`config.mk`:
```
export PLATFORM = sky130hd
export DESIGN_NAME = holly_bus_router
export DESIGN_NICKNAME = d
export VERILOG_FILES = /design/src/rtl/holly_bus_router.sv
export SDC_FILE = /design/constraint.sdc
export NUM_CORES = 1
export LEC_CHECK = 0
export CORE_AREA = 2 2 220 222
export CTS_BUF_LIST = sky130_fd_sc_hd__clkbuf_8
export CTS_CLUSTER_DIAMETER = 120
export DETAILED_ROUTE_END_ITERATION = 6
export DIE_AREA = 0 0 222 224
export SYNTH_ARGS = -nofsm -noshare
export SYNTH_HDL_FRONTEND = slang
export SYNTH_SLANG_ARGS = --single-unit
```
`constraint.sdc`:
```
create_clock -name clock -period 2.3 [get_ports clock]
set_clock_uncertainty 0.15 [all_clocks]
set_input_delay 0.46 -clock clock [delete_from_list [all_inputs] [get_ports clock]]
set_output_delay 0.46 -clock clock [all_outputs]
set_load 0.01 [all_outputs]
```
`src/rtl/holly_bus_router.sv`:
```
// rtl/holly_bus_router.sv - registered N-target SH4 data-side request router for the HOLLY map
//
// Decodes each CPU data request against per-target address windows and
// forwards it to one target over a level req/ack handshake. It returns the
// selected target's read data, and reports unmapped accesses and target
// timeouts as bus errors with a sticky first-error capture.
//
// Ports:
//   clock, reset_n         system clock (posedge), asynchronous active-low reset
//   cpu_req_*              CPU request: addr[28:0] decoded, wdata, wmask, wen, valid (held until resp)
//   cpu_resp_*             one-cycle response strobe with rdata and err qualifier
//   tgt_sel/tgt_req        one-hot target select and level request, held while waiting
//   tgt_addr/wdata/wmask/wen  latched request fields toward the targets
//   tgt_rdata/tgt_ack      per-target read data and one-cycle completion
//   err_flag/addr/is_to    sticky first-error capture, cleared by err_clr
module holly_bus_router #(
  parameter int                  N_TGT     = 4,
  parameter int                  ADDR_W    = 16,
  parameter logic [N_TGT*29-1:0] TGT_BASE  = {N_TGT{29'h0}},
  parameter logic [N_TGT*29-1:0] TGT_LIMIT = {N_TGT{29'h0}},
  parameter int                  TIMEOUT   = 255,
  parameter int                  TO_W      = 8
) (
  input  logic                clock,
  input  logic                reset_n,
  input  logic [31:0]         cpu_req_addr,
  input  logic [63:0]         cpu_req_wdata,
  input  logic [7:0]          cpu_req_wmask,
  input  logic                cpu_req_wen,
  input  logic                cpu_req_valid,
  output logic [63:0]         cpu_resp_rdata,
  output logic                cpu_resp_valid,
  output logic                cpu_resp_err,
  output logic [N_TGT-1:0]    tgt_sel,
  output logic                tgt_req,
  output logic [ADDR_W-1:0]   tgt_addr,
  output logic [63:0]         tgt_wdata,
  output logic [7:0]          tgt_wmask,
  output logic                tgt_wen,
  input  logic [N_TGT*64-1:0] tgt_rdata,
  input  logic [N_TGT-1:0]    tgt_ack,
  output logic                err_flag,
  output logic [28:0]         err_addr,
  output logic                err_is_to,
  input  logic                err_clr
);

  localparam logic [TO_W-1:0] TO_LAST  = TO_W'(TIMEOUT - 1);
  localparam logic [63:0]     ERR_DATA = '1;

  typedef enum logic [1:0] {S_IDLE, S_WAIT, S_RESP} state_t;

  state_t              r_state, w_state_nxt;
  logic [TO_W-1:0]     r_cnt;
  logic [28:0]         r_addr;
  logic                r_is_to;
  logic [N_TGT-1:0]    r_sel;
  logic                r_req;
  logic [ADDR_W-1:0]   r_tgt_addr;
  logic [63:0]         r_wdata;
  logic [7:0]          r_wmask;
  logic                r_wen;
  logic [63:0]         r_rdata;
  logic                r_resp_valid;
  logic                r_resp_err;
  logic                r_err_flag;
  logic [28:0]         r_err_addr;
  logic                r_err_is_to;

  logic [N_TGT-1:0]    w_hit_sel;
  logic [63:0]         w_ack_rdata;
  logic                w_ack;
  logic                w_timeout;
  logic                w_unused;

  // The CPU's top three address bits are region/cache attributes, not decoded.
  assign w_unused = ^cpu_req_addr[31:29];

  // Scan from the highest index down so the lowest matching window wins.
  always_comb begin
    w_hit_sel = '0;
    for (int i = N_TGT - 1; i >= 0; i--) begin
      if ((cpu_req_addr[28:0] >= TGT_BASE[29*i +: 29]) &&
          (cpu_req_addr[28:0] <= TGT_LIMIT[29*i +: 29])) begin
        w_hit_sel    = '0;
        w_hit_sel[i] = 1'b1;
      end
    end
  end

  // r_sel is one-hot while waiting and zero otherwise, so masking the acks
  // and data with it ignores every non-selected or out-of-phase ack.
  always_comb begin
    w_ack_rdata = '0;
    for (int i = 0; i < N_TGT; i++) begin
      if (r_sel[i]) begin
        w_ack_rdata = w_ack_rdata | tgt_rdata[64*i +: 64];
      end
    end
  end

  assign w_ack     = |(tgt_ack & r_sel);
  assign w_timeout = (r_cnt == TO_LAST);

  always_comb begin
    w_state_nxt = r_state;
    case (r_state)
      S_IDLE:  if (cpu_req_valid) w_state_nxt = (|w_hit_sel) ? S_WAIT : S_RESP;
      S_WAIT:  if (w_ack || w_timeout) w_state_nxt = S_RESP;
      S_RESP:  w_state_nxt = S_IDLE;
      default: w_state_nxt = S_IDLE;
    endcase
  end

  always_ff @(posedge clock or negedge reset_n) begin
    if (!reset_n) r_state <= S_IDLE;
    else          r_state <= w_state_nxt;
  end

  always_ff @(posedge clock or negedge reset_n) begin
    if (!reset_n) begin
      r_cnt        <= '0;
      r_addr       <= '0;
      r_is_to      <= 1'b0;
      r_sel        <= '0;
      r_req        <= 1'b0;
      r_tgt_addr   <= '0;
      r_wdata      <= '0;
      r_wmask      <= '0;
      r_wen        <= 1'b0;
      r_rdata      <= '0;
      r_resp_valid <= 1'b0;
      r_resp_err   <= 1'b0;
    end else begin
      r_resp_valid <= 1'b0;
      case (r_state)
        S_IDLE: begin
          r_cnt <= '0;
          if (cpu_req_valid) begin
            r_addr     <= cpu_req_addr[28:0];
            r_tgt_addr <= cpu_req_addr[ADDR_W-1:0];
            r_wdata    <= cpu_req_wdata;
            r_wmask    <= cpu_req_wmask;
            r_wen      <= cpu_req_wen;
            if (|w_hit_sel) begin
              r_sel <= w_hit_sel;
              r_req <= 1'b1;
            end else begin
              r_resp_valid <= 1'b1;
              r_resp_err   <= 1'b1;
              r_rdata      <= ERR_DATA;
              r_is_to      <= 1'b0;
            end
          end
        end
        S_WAIT: begin
          // Ack is tested first so an ack on the last allowed cycle still completes.
          if (w_ack) begin
            r_sel        <= '0;
            r_req        <= 1'b0;
            r_resp_valid <= 1'b1;
            r_resp_err   <= 1'b0;
            r_rdata      <= r_wen ? 64'h0 : w_ack_rdata;
          end else if (w_timeout) begin
            r_sel        <= '0;
            r_req        <= 1'b0;
            r_resp_valid <= 1'b1;
            r_resp_err   <= 1'b1;
            r_rdata      <= ERR_DATA;
            r_is_to      <= 1'b1;
          end else begin
            r_cnt <= r_cnt + 1'b1;
          end
        end
        S_RESP: begin
          r_cnt      <= '0;
          r_resp_err <= 1'b0;
          r_rdata    <= '0;
        end
        default: begin
          r_cnt <= '0;
          r_sel <= '0;
          r_req <= 1'b0;
        end
      endcase
    end
  end

  // First-error capture; a new error beats a coincident clear.
  always_ff @(posedge clock or negedge reset_n) begin
    if (!reset_n) begin
      r_err_flag  <= 1'b0;
      r_err_addr  <= '0;
      r_err_is_to <= 1'b0;
    end else if (r_resp_valid && r_resp_err && (!r_err_flag || err_clr)) begin
      r_err_flag  <= 1'b1;
      r_err_addr  <= r_addr;
      r_err_is_to <= r_is_to;
    end else if (err_clr) begin
      r_err_flag  <= 1'b0;
      r_err_addr  <= '0;
      r_err_is_to <= 1'b0;
    end
  end

  assign cpu_resp_rdata = r_rdata;
  assign cpu_resp_valid = r_resp_valid;
  assign cpu_resp_err   = r_resp_err;
  assign tgt_sel        = r_sel;
  assign tgt_req        = r_req;
  assign tgt_addr       = r_tgt_addr;
  assign tgt_wdata      = r_wdata;
  assign tgt_wmask      = r_wmask;
  assign tgt_wen        = r_wen;
  assign err_flag       = r_err_flag;
  assign err_addr       = r_err_addr;
  assign err_is_to      = r_err_is_to;

endmodule

```
==> PnR_summary.wiki <==
{| class="wikitable"
! Metric !! Value
|-
| Number of hold violations in the final report || 0
|-
| Relative slew margins || 0.6156
|-
| Worst Reg-to-Reg Cells || 8
|-
| H-tree depth || 2
|-
| Detailed-route DRC error count || 0
|-
| Final count of pins violating max slew || 0
|-
| Crit path max-delay family || buffers and inverters
|-
| CP Launch Point || tgt_wdata[9]
|-
| Top Ports || 560
|-
| Standard cell core area || about 47000 sq um
|-
| Worst-skew pair later-pin latency || between 0.5 and 0.6 ns
|-
| Crit Path Category || flip-flop to output port
|-
| Clock Path Buffers || 3
|-
| Average cell area after synthesis || 9.276 sq um
|-
| Met2 global-route usage || 0.1975
|-
| Start of the worst register-to-register path || r_cnt[0]
|-
| Kind of path behind the tightest hold check || input pin to flip-flop
|-
| Wire length of the first global-routing pass || 47840 um
|-
| Gate count of the mapped netlist || 948
|-
| Detailed Routing Iterations Pass 1 || 4
|-
| Critical Path End Type || output port
|-
| Area Overhead vs Synth || 63.13%
|-
| Critical Path Stages || 1
|-
| Number of I/O port buffers || around 360
|-
| Critical Path End || tgt_wdata[9]
|-
| Overflow after GRT || 0
|-
| Number of buffers inserted during clock tree synthesis || around 40
|-
| Floorplan die width || ~220 um
|-
| Arrival time worst endpoint || between 1.5 and 2 ns
|-
| Worst hold slack || about 0.25 ns
|-
| Most utilized layer in the global route result || met2
|-
| Clock tree from TritonCTS || built
|-
| Starting utilization of the core area || 0.1857
|-
| Flop and latch count out of synthesis || 211
|-
| Met1 global-route usage || 0.1511
|-
| Initial antenna violation count || 0
|-
| Floorplan die area || just under 50000 sq um
|-
| Required time of the worst setup path || roughly 1.7 ns
|-
| Overall fraction of global-route tracks in use || 0.1233
|-
| Vias in the first global route || between 8000 and 9000
|-
| Floorplan die height || approximately 220 um
|-
| Slowest-stage cell, CP || sky130_fd_sc_hd__clkdlybuf4s50_1
|-
| # clock sinks || ~210
|-
| Clock period minus worst slack || 2.218 ns
|-
| Fraction of layout instances using a drive strength above 1 || 0.1353
|-
| Master cell of the clock root buffer || sky130_fd_sc_hd__clkbuf_8
|-
| R2r setup slk || roughly 0.24 ns
|-
| Commonest cells after routing, fill and taps aside || sky130_fd_sc_hd__nand2_1 (374), sky130_fd_sc_hd__clkdlybuf4s50_1 (352), sky130_fd_sc_hd__dfrtp_1 (210)
|-
| Final setup vio count || 0
|-
| Fill cell instance count of the final layout || between 4000 and 5000
|-
| Via total after detailed routing || a little under 8000
|-
| CP Buf/Inv Count || 1
|-
| Delay of the slowest cell on the worst path || ~0.67 ns
|-
| Actual slew at the worst max-slew pin || 0.5766 ns
|-
| RSZ-0062 raised after global routing || no
|-
| Leak Pwr || roughly 6.8 nW
|-
| Crit Path Max Fanout || 2
|-
| Mean number of vias per cell || just under 4
|-
| Sequential cell area fraction in the yosys report || 0.6005
|-
| CTS clk-pin slew, worst paths || approximately 0.060 ns
|-
| Initial DRC Count || between 300 and 400
|-
| Total chip power || between 10 and 15 mW
|-
| Post-synthesis cell area || roughly 8800 sq um
|-
| Row count || 80
|-
| Commonest non-fill, non-tap cell in the layout || sky130_fd_sc_hd__nand2_1
|-
| Final WL || just over 30000 um
|-
| Max-cap violations || 0
|-
| Met3 routing resource usage after global routing || 0.04879
|-
| Routed WL per cell || 15.65 um
|-
| Final net count || between 1500 and 2000
|-
| Achievable Freq || about 450 MHz
|-
| Chain of cells forming the critical path || clkdlybuf4s50_1
|-
| Post-route ant nets || 0
|-
| Placed wire-length estimate after detailed placement || ~22000 um
|-
| Warning count from the yosys run || 0
|-
| Cell Pwr Density || about 750 nW/um^2
|-
| Maximum number of pins on one net before global-route repair || between 60 and 70
|-
| R2r endpoint || cpu_resp_err
|-
| Outcome || finished, final reports clean
|-
| Nature of the critical path startpoint || flip-flop
|-
| Distinct cells, synth || 35
|-
| Final worst-path cycle share || 0.9643
|-
| Global placement routability congestion || 0.7839
|-
| Peak VDD IR || 0.0003159 V
|}
[repair_timing]
item                                    in CTS  in global routing
gates resized for setup                      3                  3
hold endpoints to repair                    51                  0
endpoints found under the setup margin       3                  3
setup buffers                                0                  0
gates cloned                                 0                  0
hold buffers                                 1                  0
[metal layers]
metal	share of wire	wire [um]	up-vias
met3	0.090	2786	61
met1	0.43	13220	3741
li1	-	-	3772
met2	0.46	14250	284
met5	0	0	-
met4	0.025	772	0
[Yosys cell counts (all sizes together)]
cell type	count	area, sq um
dfrtp	211	5280
nor2	14	52.55
buf	38	274.0
and2	1	6.260
inv	69	259.0
o22ai	3	18.77
and3	3	18.77
nand3	2	10.01
conb	1	3.750
clkbuf	38	142.6
nor3	2	10.01
a21boi	1	7.510
a32o	1	10.01
nand2	375	1408
a31oi	2	18.77
xnor2	1	8.760
ha	2	25.02
a21oi	130	838.3
nor2b	1	6.260
a222oi	1	10.01
a211o	1	8.760
and4	1	8.760
o211ai	30	225.2
nand4	4	25.02
o21a	1	7.510
xor2	6	52.55
o21ai	1	5.000
nor4	6	37.54
a211oi	1	7.510
a21o	1	7.510
[cells by family after synthesis]
| logic type | Yosys count | share of synthesized area |
|---|---|---|
| fa+ha+maj | 2 | 0.002845 |
| xor+xnor | 7 | 0.006972 |
| other cells | 1 | 0.0004265 |
| buf+inv | 145 | 0.07683 |
| flops | 211 | 0.6005 |
| simple gates | 409 | 0.1800 |
| compound gates | 173 | 0.1325 |
[how the worst min path moves through the flow]
stage	to	from	slack (ns)	depth (start not counted)
after detailed placement	err_addr[24]	r_addr[24]	0.30	2
after global placement	err_addr[17]	r_addr[17]	0.30	2
after floorplan	cpu_resp_err	reset_n	0.01	0
after CTS	tgt_wdata[38]	cpu_req_wdata[38]	0.18	3
final	tgt_wdata[38]	cpu_req_wdata[38]	0.25	3
after global routing	tgt_wdata[50]	cpu_req_wdata[50]	0.20	3
[state kept, by name, summed over array words and instances, names as in the netlist, 2 cells and up]
signal / count
tgt_wdata: 64
cpu_resp_rdata: 64
r_cnt: 8
err_addr: 29
tgt_wmask: 8
r_state: 2
r_addr: 29
[through the flow]
step / instances / area [sq um] / setup TNS, ns / setup WS [ns] / utilization
final: 1983 / 14350 / 0 / 0.08200 / 0.3030
after global placement: 1908 / 13410 / -20.88 / -0.3482 / 0.2832
after CTS: 1982 / 14340 / 0 / 0.01595 / 0.3028
after global routing: 1982 / 14340 / 0 / 0.0007108 / 0.3029
after floorplan: 950 / 8801 / 0 / 0.4068 / -
after detailed placement: 1908 / 13410 / -24.40 / -0.4031 / 0.2832
[cell type report]
type / instances / area [sq um] / area share
flip-flops and latches: 211 / 5281 / 0.3682
inverters: 69 / 259.0 / 0.01805
well taps: 615 / 769.5 / 0.05364
repair buffers: 420 / 4224 / 0.2945
diodes: 1 / 2.502 / 0.0001744
clock buffers: 51 / 701.9 / 0.04893
clock inverters: 22 / 215.2 / 0.01500
multi-input cells: 594 / 2892 / 0.2016
[power by group]
group | internal (mW) | switching [mW] | leakage, nW | total, mW
combinational | 1.16 | 1.01 | 3.70 | 2.17
sequential | 4.11 | 0.247 | 2.59 | 4.35
clock | 2.46 | 1.76 | 0.489 | 4.22
Note: power is estimated with default switching activity, not from simulation.
